===== config.mk =====
export PLATFORM = sky130hd
export DESIGN_NAME = t1s_tick_gen_flat
export DESIGN_NICKNAME = d
export VERILOG_FILES = /design/src/rtl/t1s_tick_gen_if.sv /design/src/rtl/t1s_tick_gen.sv /design/src/flat_wrapper.sv
export SDC_FILE = /design/constraint.sdc
export NUM_CORES = 1
export LEC_CHECK = 0
export BUFFER_PORTS_ARGS = -buffer_cell sky130_fd_sc_hd__buf_2
export CORE_UTILIZATION = 59
export CTS_CLUSTER_SIZE = 25
export DETAILED_ROUTE_END_ITERATION = 16
export PLACE_DENSITY = 0.79
export SETUP_SLACK_MARGIN = 0.15
export SKIP_CTS_REPAIR_TIMING = 1
export SYNTH_ARGS = -nofsm -noshare
export SYNTH_HDL_FRONTEND = slang
export SYNTH_SLANG_ARGS = --single-unit

===== constraint.sdc =====
create_clock -name clk -period 2.9 [get_ports clk]
set_clock_uncertainty 0.15 [all_clocks]
set_input_delay 0.58 -clock clk [delete_from_list [all_inputs] [get_ports clk]]
set_output_delay 0.58 -clock clk [all_outputs]
set_load 0.01 [all_outputs]

===== src/rtl/t1s_tick_gen_if.sv =====
// Tick output bundle: the tick generator drives s, consumers (control/state selection) read it.
interface t1s_tick_gen_if;
    logic s;

    modport master (output s);
    modport slave  (input  s);
endinterface


===== src/rtl/t1s_tick_gen.sv =====
// Free-running timebase: divides clk by CLK_FREQ_HZ and emits a registered tick
// (1-cycle strobe or half-rate square wave) on tick.s.
module t1s_tick_gen #(
    parameter int unsigned CLK_FREQ_HZ = 50_000_000,
    parameter bit          PULSE_MODE  = 1'b1
) (
    input  logic                  clk,
    input  logic                  rst_n,
    t1s_tick_gen_if.master        tick
);

    // Clamp keeps the width legal so an illegal N reports the intended error.
    localparam int unsigned CNT_W = (CLK_FREQ_HZ < 2) ? 1 : $clog2(CLK_FREQ_HZ);
    localparam logic [CNT_W-1:0] LAST = CNT_W'(CLK_FREQ_HZ - 1);

    if (CLK_FREQ_HZ < 2) begin : g_bad_freq
        $error("t1s_tick_gen: CLK_FREQ_HZ must be >= 2");
    end

    logic [CNT_W-1:0] cnt;
    logic             s_q;
    logic             wrap;

    assign wrap = (cnt == LAST);

    always_ff @(posedge clk or negedge rst_n) begin
        if (!rst_n) begin
            cnt <= '0;
            s_q <= 1'b0;
        end else begin
            cnt <= wrap ? '0 : cnt + CNT_W'(1);
            if (PULSE_MODE)
                s_q <= wrap;
            else if (wrap)
                s_q <= ~s_q;
        end
    end

    assign tick.s = s_q;

endmodule


===== src/flat_wrapper.sv =====
// flat-port wrapper written by rule: the top's interface ports become plain ports
module t1s_tick_gen_flat 
#(
    parameter int unsigned CLK_FREQ_HZ = 50_000_000,
    parameter bit          PULSE_MODE  = 1'b1
)
  (clk, rst_n, tick_s);
  t1s_tick_gen_if tick_i ();
  input  logic clk;
  input  logic rst_n;
  output wire logic [$bits(tick_i.s)-1:0] tick_s;
  assign tick_s = tick_i.s;
  t1s_tick_gen #(.CLK_FREQ_HZ(CLK_FREQ_HZ), .PULSE_MODE(PULSE_MODE)) u_core (.clk(clk), .rst_n(rst_n), .tick(tick_i));
endmodule

## Word level (Yosys, flattened, before mapping)

Index checks and enable logic that the tools add are counted.

| word-level totals | value |
|---|---|
| register bits | 27 |
| bits of input ports | 2 |
| output and inout port bits | 1 |
| word-level logic and storage cells | 5 |

| operators by class | value |
|---|---|
| add/subtract/negate cells | 1 |
| eq/ne operators | 1 |
| multiplexer cells | 1 |

Operator list:

| kind | count |
|---|---|
| adder 26 x 1 -> 26 bit (second input constant) | 1 |
| equality test 26 bit (second input constant) | 1 |
| 2-to-1 mux 26 bit | 1 |

## Logic depth before layout (Yosys ltp)

Gate-level depths: netlist of run 1.

| depth | value |
|---|---|
| depth after elaboration | 2 |
| mapped depth | 6 |
| gate-level depth less buffers | 5 |

## Worst setup path after synthesis of run 1

OpenSTA, ideal clock, no wires.

| path | value |
|---|---|
| path kind | flip-flop to flip-flop |
| start | reg u_core.cnt[7] |
| end | reg u_core.cnt[12] |
| library setup time | 121 ps |
| arrival time | 1465 ps |
| data required time | 2629 ps |
| slack | 1164 ps |
| cell stages (with the launch flop) | 6 |
| buffers on the path | 1 |
| clock period less this slack | 1736 ps |
| cells stage by stage | dfrtp_1 > nor4b_1 > nand4b_1 > nor3_4 > buf_2 > nor2_1 |

| between the ends | value |
|---|---|
| word-level cells in the longest chain between the ends | 2 |
| elaborated cells on any way between the ends | 3 |
| classes of those cells | add/sub (1); eq/ne (1); mux (1) |

RTL lines:

| element | RTL line | text |
|---|---|---|
| start: declaration | t1s_tick_gen.sv:20 | `logic [CNT_W-1:0] cnt;` |
| start signal: assignment | t1s_tick_gen.sv:31 | `cnt <= wrap ? '0 : cnt + CNT_W'(1);` |
| equality test 26 bit | t1s_tick_gen.sv:24 | `assign wrap = (cnt == LAST);` |
| named net u_core.wrap | t1s_tick_gen.sv:22 | `logic wrap;` |
| 2-to-1 mux 26 bit | t1s_tick_gen.sv:31 |  |

The timed path passes the listed nets, and every way through them passes these cells.

## Final worst setup path of run 1

| path | value |
|---|---|
| start | reg u_core.cnt[7] |
| end | reg u_core.cnt[20] |

| between the ends | value |
|---|---|
| word-level cells in the longest chain between the ends | 2 |
| elaborated cells on any way between the ends | 3 |
| classes of those cells | add/sub (1); eq/ne (1); mux (1) |

RTL lines:

| element | RTL line |
|---|---|
| adder 26 x 1 -> 26 bit / equality test 26 bit (equally long branches) | t1s_tick_gen.sv:31, t1s_tick_gen.sv:24 |
| 2-to-1 mux 26 bit (*) | t1s_tick_gen.sv:31 |

Every way passes the cells marked *; elsewhere a longest branch is shown, timed or not.

==> impl_results.rst, run 1 <==
.. list-table::
   :header-rows: 1

   * - Metric
     - Value
   * - Yosys Warn Count
     - 0
   * - Residual DRC count
     - 0
   * - Total CTS buffers
     - 3
   * - Post-detailed-placement half-perimeter wirelength
     - 1.71 mm
   * - FF-to-FF path depth
     - 4
   * - Worst max-slew margin expressed relative to the limit
     - 54.6%
   * - Count of buffers from port buffering
     - 2
   * - Final worst path period need
     - 2.06 ns
   * - Detailed-router iteration count before antenna repair
     - 4
   * - Power, Total
     - 0.548 mW
   * - Number of flops mapped to enable cells by yosys
     - 0
   * - Max frequency
     - 0.486 GHz
   * - Fin. Hold Viols
     - 0
   * - Complex-gate fraction of the synthesized area
     - 7.41%
   * - Share of final-layout standard cells stronger than drive strength 1
     - 9.02%
   * - Dominant synthesized flop cell
     - dfrtp_1
   * - Total length of routed wires
     - 2.41 mm
   * - Yosys cell types
     - 31
   * - Post-synthesis register bit count
     - 27
   * - Launching element type of the critical path
     - flip-flop
   * - Horiz. Die Dim
     - 50.5 µm
   * - Post-Place Worst Slack
     - 0.890 ns
   * - Static Leakage
     - 0.613 nW
   * - Starting density of the core
     - 62.6%
   * - Number of filler instances in the final layout
     - 186
   * - Remaining global-route overflow
     - 0
   * - Root buf cell
     - clkbuf_4
   * - Max Fanout on Critical Path
     - 19
   * - Number of global-route vias before repair
     - 999
   * - Worst endpoint required time
     - 2.94 ns
   * - Mux share of post-synthesis cell area
     - 0%
   * - Die area
     - 2550 µm²
   * - R2R Setup Slk
     - 0.84 ns
   * - Core Region
     - 2210 µm²
   * - Share of the yosys chip area belonging to registers
     - 48.8%
   * - Antenna viol nets, final
     - 0
   * - Endpoints failing setup
     - 0
   * - Cell type contributing the most total cell area after synthesis
     - dfrtp_1
   * - Wire length per cell after detailed routing
     - 15.0 µm
   * - Kind of critical path
     - flip-flop to flip-flop
   * - Cell count after synthesis
     - 130
   * - Starting DRC count in detailed routing
     - 25
   * - Number of top-level pins
     - 3
   * - Clock Pin Slew Worst Setup and Hold Paths
     - 0.15 ns
   * - Total cell area at the placement stage
     - 1400 µm²
   * - Sink count of the clock tree
     - 27
   * - Setup crit end kind
     - flip-flop
   * - Cell Pwr Density
     - 384 nW/µm²
   * - Average cell area after synthesis
     - 10.7 µm²
   * - Simple-Gate Fraction of Synth Area
     - 30.3%
   * - Kind of path behind the tightest hold check
     - input port to asynchronous set/reset pin
   * - Net count of the mapped netlist
     - 134
   * - Routability congestion estimate from global placement
     - 0.756
   * - Bufs on Longest Clock Path
     - 2
   * - Final slew viol count
     - 0
   * - Vias per cell
     - 5.97
   * - Area added between synthesis and finish
     - 3.16%
   * - Critical Path AT
     - 2.10 ns
   * - Number of H-tree levels
     - 1
   * - Inserted Diodes
     - 0
   * - Async S/R FF share, synth
     - 100%
   * - Number of nets in the layout
     - 138
   * - Die height
     - 50.5 µm
   * - Actual transition at the worst max-transition pin
     - 0.679 ns
   * - Placement row count
     - 17
   * - Tcrit/Tclk final
     - 71.0%
   * - Sum of negative setup slack
     - 0 ns
   * - Most area-consuming cells after synthesis
     - dfrtp_1 49%, xor2_1 5.7%, xnor2_1 3.8%, nand3_1 3.6%, a21oi_1 3.3%
   * - Outcome
     - finished, final reports clean
   * - Cell with the most instances after synthesis
     - dfrtp_1
   * - First-pass GRT wire length
     - 4.40 mm
   * - Number of max-cap violations
     - 0
   * - Fraction of the mapped netlist area in adder cells
     - 1.81%
   * - GRT Util Overall
     - 23.4%
   * - Share of the synthesized netlist area taken by xor and xnor gates
     - 9.49%
   * - Ranking of synthesized cells by instance count
     - 27 x dfrtp_1, 10 x nand3_1
   * - Finished layout cell area
     - 1430 µm²
   * - Maximum number of pins on one net before global-route repair
     - 28
   * - Critical R2R Capture
     - u_core.cnt[20]$_DFF_PN0_
   * - Total via count after detailed routing
     - 961
   * - RSZ-0062 raised after global routing
     - no
   * - Synth top area share
     - 48.8%
   * - Peak VDD IR
     - 0.000417 V
   * - Combinational family with the most area after synthesis
     - simple AND/OR/NAND/NOR gates
   * - Initial antenna violation count
     - 0
   * - Worst-case setup margin in the final layout
     - 0.841 ns
   * - Post-Syn Area
     - 1390 µm²
   * - Origin of the critical flop-to-flop path
     - u_core.cnt[7]$_DFF_PN0_
   * - TritonCTS clock tree
     - yes
   * - Skew-Pair Late Insertion Delay
     - 0.34 ns
per-layer routing:
metal  vias to the layer above  routed length (µm)  global-route usage, %
met5                         -                   0                      0
met4                         0                  50                   11.1
met3                         5                  43                   2.73
li1                        486                   -                      -
met2                         8                1120                   36.7
met1                       462                1200                   32.4
where the power goes:
| group | internal, mW | switching (mW) | total [mW] | leakage (nW) |
|---|---|---|---|---|
| Combinational | 0.000482 | 0.00670 | 0.00718 | 0.236 |
| Sequential | 0.377 | 0 | 0.377 | 0.363 |
| Clock | 0.0529 | 0.112 | 0.165 | 0.0139 |
| Total | 0.430 | 0.118 | 0.548 | 0.613 |
placed cells by master, fill, tap and decap left out:
cell        Yosys  layout
a21oi_1         9       9
and2_1          2       2
and3_1          6       6
and4_1          2       2
and4_4          2       2
buf_2           1       2
clkbuf_4        0       3
clkinvlp_4      0       1
dfrtp_1        27      27
ha_1            2       2
nand2_1         9       9
nand3_1        10      10
nand3_2         1       1
nand3_4         1       1
nand4_1         6       6
nand4_4         1       1
nand4b_1        1       1
nor2_1          9       9
nor2b_1         1       1
nor3_1          1       1
nor3_4          1       1
nor3b_1         1       1
nor4_1          1       1
nor4b_1         1       1
o21ai_0         4       4
o31ai_1         5       5
or3_1           3       3
or4_1           5       5
or4b_1          1       1
xnor2_1         6       6
xor2_1          9       9
worst max path at each step:
stage | start | end | cells after the start
after floorplan | u_core.cnt[7]$_DFF_PN0_ | u_core.cnt[12]$_DFF_PN0_ | 5
after global placement | u_core.cnt[7]$_DFF_PN0_ | u_core.cnt[3]$_DFF_PN0_ | 4
after detailed placement | u_core.cnt[7]$_DFF_PN0_ | u_core.cnt[12]$_DFF_PN0_ | 4
after CTS | u_core.cnt[7]$_DFF_PN0_ | u_core.cnt[20]$_DFF_PN0_ | 4
after global routing | u_core.cnt[7]$_DFF_PN0_ | u_core.cnt[14]$_DFF_PN0_ | 4
final | u_core.cnt[7]$_DFF_PN0_ | u_core.cnt[20]$_DFF_PN0_ | 4
sequential cells by signal (all words and copies together) (netlist names):
name,count
u_core.cnt,26
u_core.tick.s,1
worst max-delay path: stages, from the launching register on:
cell,delay (ns)
dfrtp_1,0.48
nor4b_1,0.36
nand4b_1,0.19
nor3_4,0.61
a21oi_1,0.11
area by class of cell:
cell class                      instances  area, µm²  area share, %
Clock inverter                          1       7.51          0.525
Clock buffer                            3       22.5           1.58
Tap cell                               28       35.0           2.45
Timing Repair Buffer                    2       10.0          0.701
Sequential cell                        27        676           47.3
Multi-Input combinational cell        100        678           47.5
cell families after synthesis:
group / count (synthesis)
AOI/OAI and AO/OA: 18
xor gates and xnor gates: 15
DFF: 27
adders and majority gates: 2
and+or+nand+nor: 65
buffers and inverters: 3
stage by stage:
stage          util, %  hold WS (ns)  cells
2_1_floorplan        -         0.134    130
3_3_place_gp      63.2         0.333    157
3_5_place_dp      63.2         0.335    157
4_1_cts           64.6        0.0734    161
5_1_grt           64.6         0.100    161
6_report          64.6        0.0615    161
No activity file was read; power rests on OpenSTA's default activity.
==> inputs of run 2 (changes only) <==
- ABC_AREA: not set -> 1
- clock period: 2.9 -> 2.05 ns (I/O delays scaled with it)
==> impl_results.rst, run 2 <==
.. list-table::
   :header-rows: 1

   * - Metric
     - Value
   * - Critical R2R Capture
     - u_core.cnt[1]$_DFF_PN0_
   * - Initial antenna violation count
     - 0
   * - Yosys Warn Count
     - 0
   * - Cell Pwr Density
     - 467 nW/µm²
   * - Number of global-route vias before repair
     - 1231
   * - Static Leakage
     - 0.794 nW
   * - Horiz. Die Dim
     - 54.2 µm
   * - Area added between synthesis and finish
     - 5.05%
   * - Skew-Pair Late Insertion Delay
     - 0.34 ns
   * - Number of top-level pins
     - 3
   * - Worst-case setup margin in the final layout
     - 0.422 ns
   * - Number of max-cap violations
     - 0
   * - Final worst path period need
     - 1.63 ns
   * - Commonest cells after routing, fill and taps aside
     - 52 x nand2_1, 46 x nor2_1, 27 x dfrtp_1
   * - Post-synthesis register bit count
     - 27
   * - Endpoints failing setup
     - 0
   * - Total area of sequential cells
     - 676 µm²
   * - Die area
     - 2940 µm²
   * - Origin of the worst min-delay path
     - u_core.cnt[0]$_DFF_PN0_
   * - Number of flops mapped to enable cells by yosys
     - 0
   * - FF-to-FF path depth
     - 6
   * - Root buf cell
     - clkbuf_4
   * - Post-detailed-placement half-perimeter wirelength
     - 2.46 mm
   * - Delay-heaviest family, CP
     - simple AND/OR/NAND/NOR gates
   * - Cell depth of the worst min-delay path
     - 1
   * - Number of filler instances in the final layout
     - 212
   * - Worst endpoint required time
     - 2.14 ns
   * - Share of the yosys chip area belonging to registers
     - 42.0%
   * - Kind of path behind the tightest hold check
     - flip-flop to flip-flop
   * - Cell type contributing the most total cell area after synthesis
     - dfrtp_1
   * - Vias per cell
     - 5.19
   * - Ranking of synthesized cells by instance count
     - 52 x nand2_1, 46 x nor2_1, 27 x dfrtp_1, 21 x inv_1, 11 x xor2_1
   * - Number of H-tree levels
     - 1
   * - Share of total power in sequential cells
     - 67.5%
   * - Remaining global-route overflow
     - 0
   * - Post-Syn Area
     - 1610 µm²
   * - Slowest cell on the critical path
     - dfrtp_1
   * - Total stage count of the critical path
     - 6
   * - Outcome
     - finished, final reports clean
   * - Power, Total
     - 0.789 mW
   * - Max Fanout on Critical Path
     - 11
   * - Setup crit end kind
     - flip-flop
   * - Cell count after synthesis
     - 212
   * - Total CTS buffers
     - 3
   * - Placement row count
     - 18
   * - GRT Util Overall
     - 25.8%
   * - Detailed-router iteration count before antenna repair
     - 4
   * - R2R Setup Slk
     - 0.42 ns
   * - Routability congestion estimate from global placement
     - 0.898
   * - Most common cell after layout, fill and taps aside
     - nand2_1
   * - Destination of the worst hold path
     - u_core.cnt[0]$_DFF_PN0_
   * - Die height
     - 54.2 µm
   * - Clock Pin Slew Worst Setup and Hold Paths
     - 0.16 ns
   * - Fraction of power spent switching nets
     - 22.8%
   * - Number of buffer and inverter stages on the critical path
     - 1
   * - Worst max-slew margin expressed relative to the limit
     - 60.4%
   * - Final slew viol count
     - 0
   * - Sum of negative setup slack
     - 0 ns
   * - P_sw
     - 0.180 mW
   * - Wire length per cell after detailed routing
     - 12.8 µm
   * - Post-Place Worst Slack
     - 0.346 ns
   * - Logic pwr share
     - 1.5%
   * - Peak VDD IR
     - 0.000369 V
   * - Total length of routed wires
     - 3.17 mm
   * - Antenna viol nets, final
     - 0
   * - Dominant synthesized flop cell
     - dfrtp_1
   * - Average cell area after synthesis
     - 7.60 µm²
   * - Yosys cell types
     - 19
   * - Finished layout cell area
     - 1690 µm²
   * - Actual transition at the worst max-transition pin
     - 0.593 ns
   * - Total cell area at the placement stage
     - 1650 µm²
   * - Total via count after detailed routing
     - 1286
   * - Tcrit/Tclk final
     - 79.4%
   * - Fin. Hold Viols
     - 0
   * - Multi-input logic area
     - 850 µm²
   * - Share of final-layout standard cells stronger than drive strength 1
     - 13.8%
   * - RSZ-0062 raised after global routing
     - no
   * - Max frequency
     - 0.614 GHz
   * - Cell with the most instances after synthesis
     - nand2_1
   * - First-pass GRT wire length
     - 5.31 mm
   * - Kind of critical path
     - flip-flop to flip-flop
   * - Residual DRC count
     - 0
   * - Register bank with the most flops
     - u_core.cnt
   * - Clock network fraction of design power
     - 31.0%
   * - TritonCTS clock tree
     - yes
   * - Critical path, cell by cell
     - ha_1, nand3_1, inv_1, nand4_1, nor2_4, nor2_1
   * - Origin of the critical flop-to-flop path
     - u_core.cnt[1]$_DFF_PN0_
   * - Bufs on Longest Clock Path
     - 2
   * - Synth top area share
     - 42.0%
   * - Internal Dissipation
     - 0.610 mW
   * - Sink count of the clock tree
     - 27
   * - Critical Path AT
     - 1.72 ns
   * - Starting DRC count in detailed routing
     - 36
   * - Most area-consuming cells after synthesis
     - dfrtp_1 42%, nand2_1 12%, nor2_1 11%, xor2_1 6.0%, inv_1 4.9%
   * - Inserted Diodes
     - 0
   * - Maximum number of pins on one net before global-route repair
     - 28
   * - Net count of the mapped netlist
     - 216
   * - CP peak stage delay
     - 0.43 ns
   * - Core Region
     - 2520 µm²
   * - Launching element type of the critical path
     - flip-flop
   * - Starting density of the core
     - 63.8%
   * - Count of buffers from port buffering
     - 2
   * - Number of flip-flops in the largest register
     - 26
   * - Number of nets in the layout
     - 223
   * - Async S/R FF share, synth
     - 100%
-- run 2: cell families after synthesis --
kind of cell | count (synthesis) | share of synthesized area [%]
xor+xnor | 14 | 7.61
simple gates | 139 | 40.3
compound gates | 8 | 2.95
flops | 27 | 42.0
buf+inv | 22 | 5.59
fa+ha+maj | 2 | 1.55
-- run 2: worst register-to-register path, delay by kind of cell, from the launching register on --
kind,cells,cell delay (ns)
simple gates,4,0.63
flops,1,0.43
fa+ha+maj,1,0.18
buf+inv,1,0.15
-- run 2: worst max path at each step --
stage / end / slack [ns] / from
after floorplan: u_core.cnt[24]$_DFF_PN0_ / 0.62 / u_core.cnt[0]$_DFF_PN0_
after global placement: u_core.cnt[12]$_DFF_PN0_ / 0.43 / u_core.cnt[0]$_DFF_PN0_
after detailed placement: u_core.cnt[1]$_DFF_PN0_ / 0.35 / u_core.cnt[0]$_DFF_PN0_
after CTS: u_core.cnt[14]$_DFF_PN0_ / 0.32 / u_core.cnt[1]$_DFF_PN0_
after global routing: u_core.cnt[14]$_DFF_PN0_ / 0.28 / u_core.cnt[1]$_DFF_PN0_
final: u_core.cnt[1]$_DFF_PN0_ / 0.42 / u_core.cnt[1]$_DFF_PN0_
-- run 2: power by group through the flow --
stage | combinational (mW) | clock (mW) | sequential [mW]
after floorplan | 0.000000409 | 0 | 0.543
after global placement | 0.0109 | 0 | 0.543
after detailed placement | 0.0114 | 0 | 0.543
after CTS | 0.0114 | 0.250 | 0.533
after global routing | 0.0148 | 0.263 | 0.533
final | 0.0119 | 0.245 | 0.533
-- run 2: stage by stage --
step	hold WS (ns)	util (%)	cells
6_report	0.360	67.1	248
2_1_floorplan	-0.0356	-	212
5_1_grt	0.406	67.1	248
3_3_place_gp	0.287	65.3	243
3_5_place_dp	0.301	65.3	243
4_1_cts	-0.0909	66.5	247
-- run 2: final cells by class --
type                    count  area share, %
repair buffers              3           1.18
clock inverters             1          0.444
clock buffers               3           1.33
flip-flops and latches     27           39.9
inverters                  21           4.66
well taps                  30           2.22
multi-input cells         163           50.2
-- run 2: routing by layer --
layer / vias to the layer above / global-route usage (%) / wire, µm
li1: 661 / - / -
met1: 601 / 32.9 / 1520
met2: 19 / 43.5 / 1500
met3: 5 / 3.06 / 82
met4: 0 / 11.5 / 55
met5: - / 0 / 0
==> inputs of run 3 (changes only) <==
- CORE_UTILIZATION: 59 -> 55
- PLACE_DENSITY: 0.79 -> 0.77
- clock period: 2.05 -> 1.35 ns (I/O delays scaled with it)
==> impl_results.rst, run 3 (synthesized netlist as in run 2, its figures left out) <==
.. list-table::
   :header-rows: 1

   * - Metric
     - Value
   * - Routability congestion estimate from global placement
     - 0.854
   * - Die height
     - 56.1 µm
   * - Number of H-tree levels
     - 1
   * - Total via count after detailed routing
     - 1441
   * - Worst max-slew margin expressed relative to the limit
     - 83.8%
   * - Vias per cell
     - 4.97
   * - Horiz. Die Dim
     - 56.1 µm
   * - Most common cell after layout, fill and taps aside
     - nand2_1
   * - Root buf cell
     - clkbuf_4
   * - Final slew viol count
     - 0
   * - Die area
     - 3150 µm²
   * - Post-Place Worst Slack
     - -0.246 ns
   * - Placement row count
     - 19
   * - Launching element type of the critical path
     - flip-flop
   * - Detailed-router iteration count before antenna repair
     - 4
   * - Multi-input logic area
     - 890 µm²
   * - Starting density of the core
     - 58.4%
   * - Number of nets in the layout
     - 264
   * - Number of max-cap violations
     - 0
   * - TritonCTS clock tree
     - yes
   * - Post-detailed-placement half-perimeter wirelength
     - 2.62 mm
   * - Commonest cells after routing, fill and taps aside
     - 49 x nand2_1, 40 x nor2_1, 39 x buf_4
   * - Bufs on Longest Clock Path
     - 2
   * - Kind of critical path
     - flip-flop to flip-flop
   * - Register bank with the most flops
     - u_core.cnt
   * - Worst setup path startpoint
     - u_core.cnt[0]$_DFF_PN0_
   * - Number of flip-flops in the largest register
     - 26
   * - GRT Util Overall
     - 23.6%
   * - Final worst path period need
     - 1.54 ns
   * - Finished layout cell area
     - 2060 µm²
   * - Violations in the final reports
     - negative setup slack
   * - Max Fanout on Critical Path
     - 11
   * - Outcome
     - finished, violations left
   * - Starting DRC count in detailed routing
     - 68
   * - Initial antenna violation count
     - 0
   * - Area added between synthesis and finish
     - 28.1%
   * - FF-to-FF path depth
     - 7
   * - Cell Pwr Density
     - 577 nW/µm²
   * - Maximum number of pins on one net before global-route repair
     - 28
   * - Endpoints failing setup
     - 27
   * - Core Region
     - 2760 µm²
   * - Remaining global-route overflow
     - 0
   * - Fin. Hold Viols
     - 0
   * - Residual DRC count
     - 0
   * - Tcrit/Tclk final
     - 114%
   * - Total cell area at the placement stage
     - 1950 µm²
   * - Sink count of the clock tree
     - 27
   * - Share of final-layout standard cells stronger than drive strength 1
     - 32.4%
   * - Kind of path behind the tightest hold check
     - input port to asynchronous set/reset pin
   * - Number of top-level pins
     - 3
   * - Origin of the critical flop-to-flop path
     - u_core.cnt[0]$_DFF_PN0_
   * - Number of filler instances in the final layout
     - 208
   * - Total CTS buffers
     - 3
   * - Inserted Diodes
     - 0
   * - Setup crit end kind
     - flip-flop
   * - Clock Pin Slew Worst Setup and Hold Paths
     - 0.16 ns
   * - Skew-Pair Late Insertion Delay
     - 0.33 ns
   * - Critical Path AT
     - 1.61 ns
   * - Final design utilization
     - 74.8%
   * - Total area of sequential cells
     - 676 µm²
   * - Total length of routed wires
     - 3.45 mm
   * - Peak VDD IR
     - 0.000497 V
   * - Number of global-route vias before repair
     - 1353
   * - Antenna viol nets, final
     - 0
   * - Worst-case setup margin in the final layout
     - -0.194 ns
   * - Actual transition at the worst max-transition pin
     - 0.242 ns
   * - Wire length per cell after detailed routing
     - 11.9 µm
   * - Max frequency
     - 0.648 GHz
   * - First-pass GRT wire length
     - 5.86 mm
   * - Worst endpoint required time
     - 1.42 ns
   * - Static Leakage
     - 1.03 nW
   * - RSZ-0062 raised after global routing
     - yes
   * - Count of buffers from port buffering
     - 2
run 3: final timing paths:
kind,end,slack [ns]
min in group clk,u_core.cnt[18]$_DFF_PN0_,0.43
min reg2reg,u_core.cnt[18]$_DFF_PN0_,0.43
min,u_core.cnt[18]$_DFF_PN0_,0.24
max reg2reg,u_core.cnt[12]$_DFF_PN0_,-0.19
max,u_core.cnt[12]$_DFF_PN0_,-0.19
max in group asynchronous,u_core.cnt[13]$_DFF_PN0_,0.65
run 3: power breakdown:
group / internal, mW / leakage (nW) / switching [mW] / total, mW
combinational: 0.00889 / 0.646 / 0.0167 / 0.0256
sequential: 0.809 / 0.363 / 0 / 0.809
clock: 0.111 / 0.0177 / 0.244 / 0.355
run 3: layer usage:
metal  up-vias  track usage [%]  part of all wire, %
met4         0             6.97                 0.75
met1       655             31.7                   46
met2        39             39.6                   48
met3         4             3.26                  5.3
li1        743                -                    -
met5         -                0                    0
run 3: worst max-delay path, stage by stage, from the launching register on:
cell and delay, ns:
dfrtp_1 0.41, ha_2 0.21, nand3_2 0.10, inv_2 0.11
nand4_1 0.12, nor2_2 0.16, buf_12 0.14, nor2_1 0.05
run 3: cell type report:
type	count	share of cell area (%)
timing repair buffer	44	17.1
clock inverter	1	0.243
clock buffer	3	1.09
inverter	21	3.82
multi-input combinational	163	43.1
sequential	27	32.7
tap	31	1.88
run 3: through the flow:
step	total power [mW]	setup TNS, ns	hold slack (ns)	cells
floorplan	0.824	-0.847	-0.176	212
global placement	0.849	-3.14	0.0767	280
detailed placement	0.849	-4.43	0.0806	280
CTS	1.20	-4.71	-0.293	284
global route	1.23	-6.16	0.266	290
finish	1.19	-3.98	0.238	290
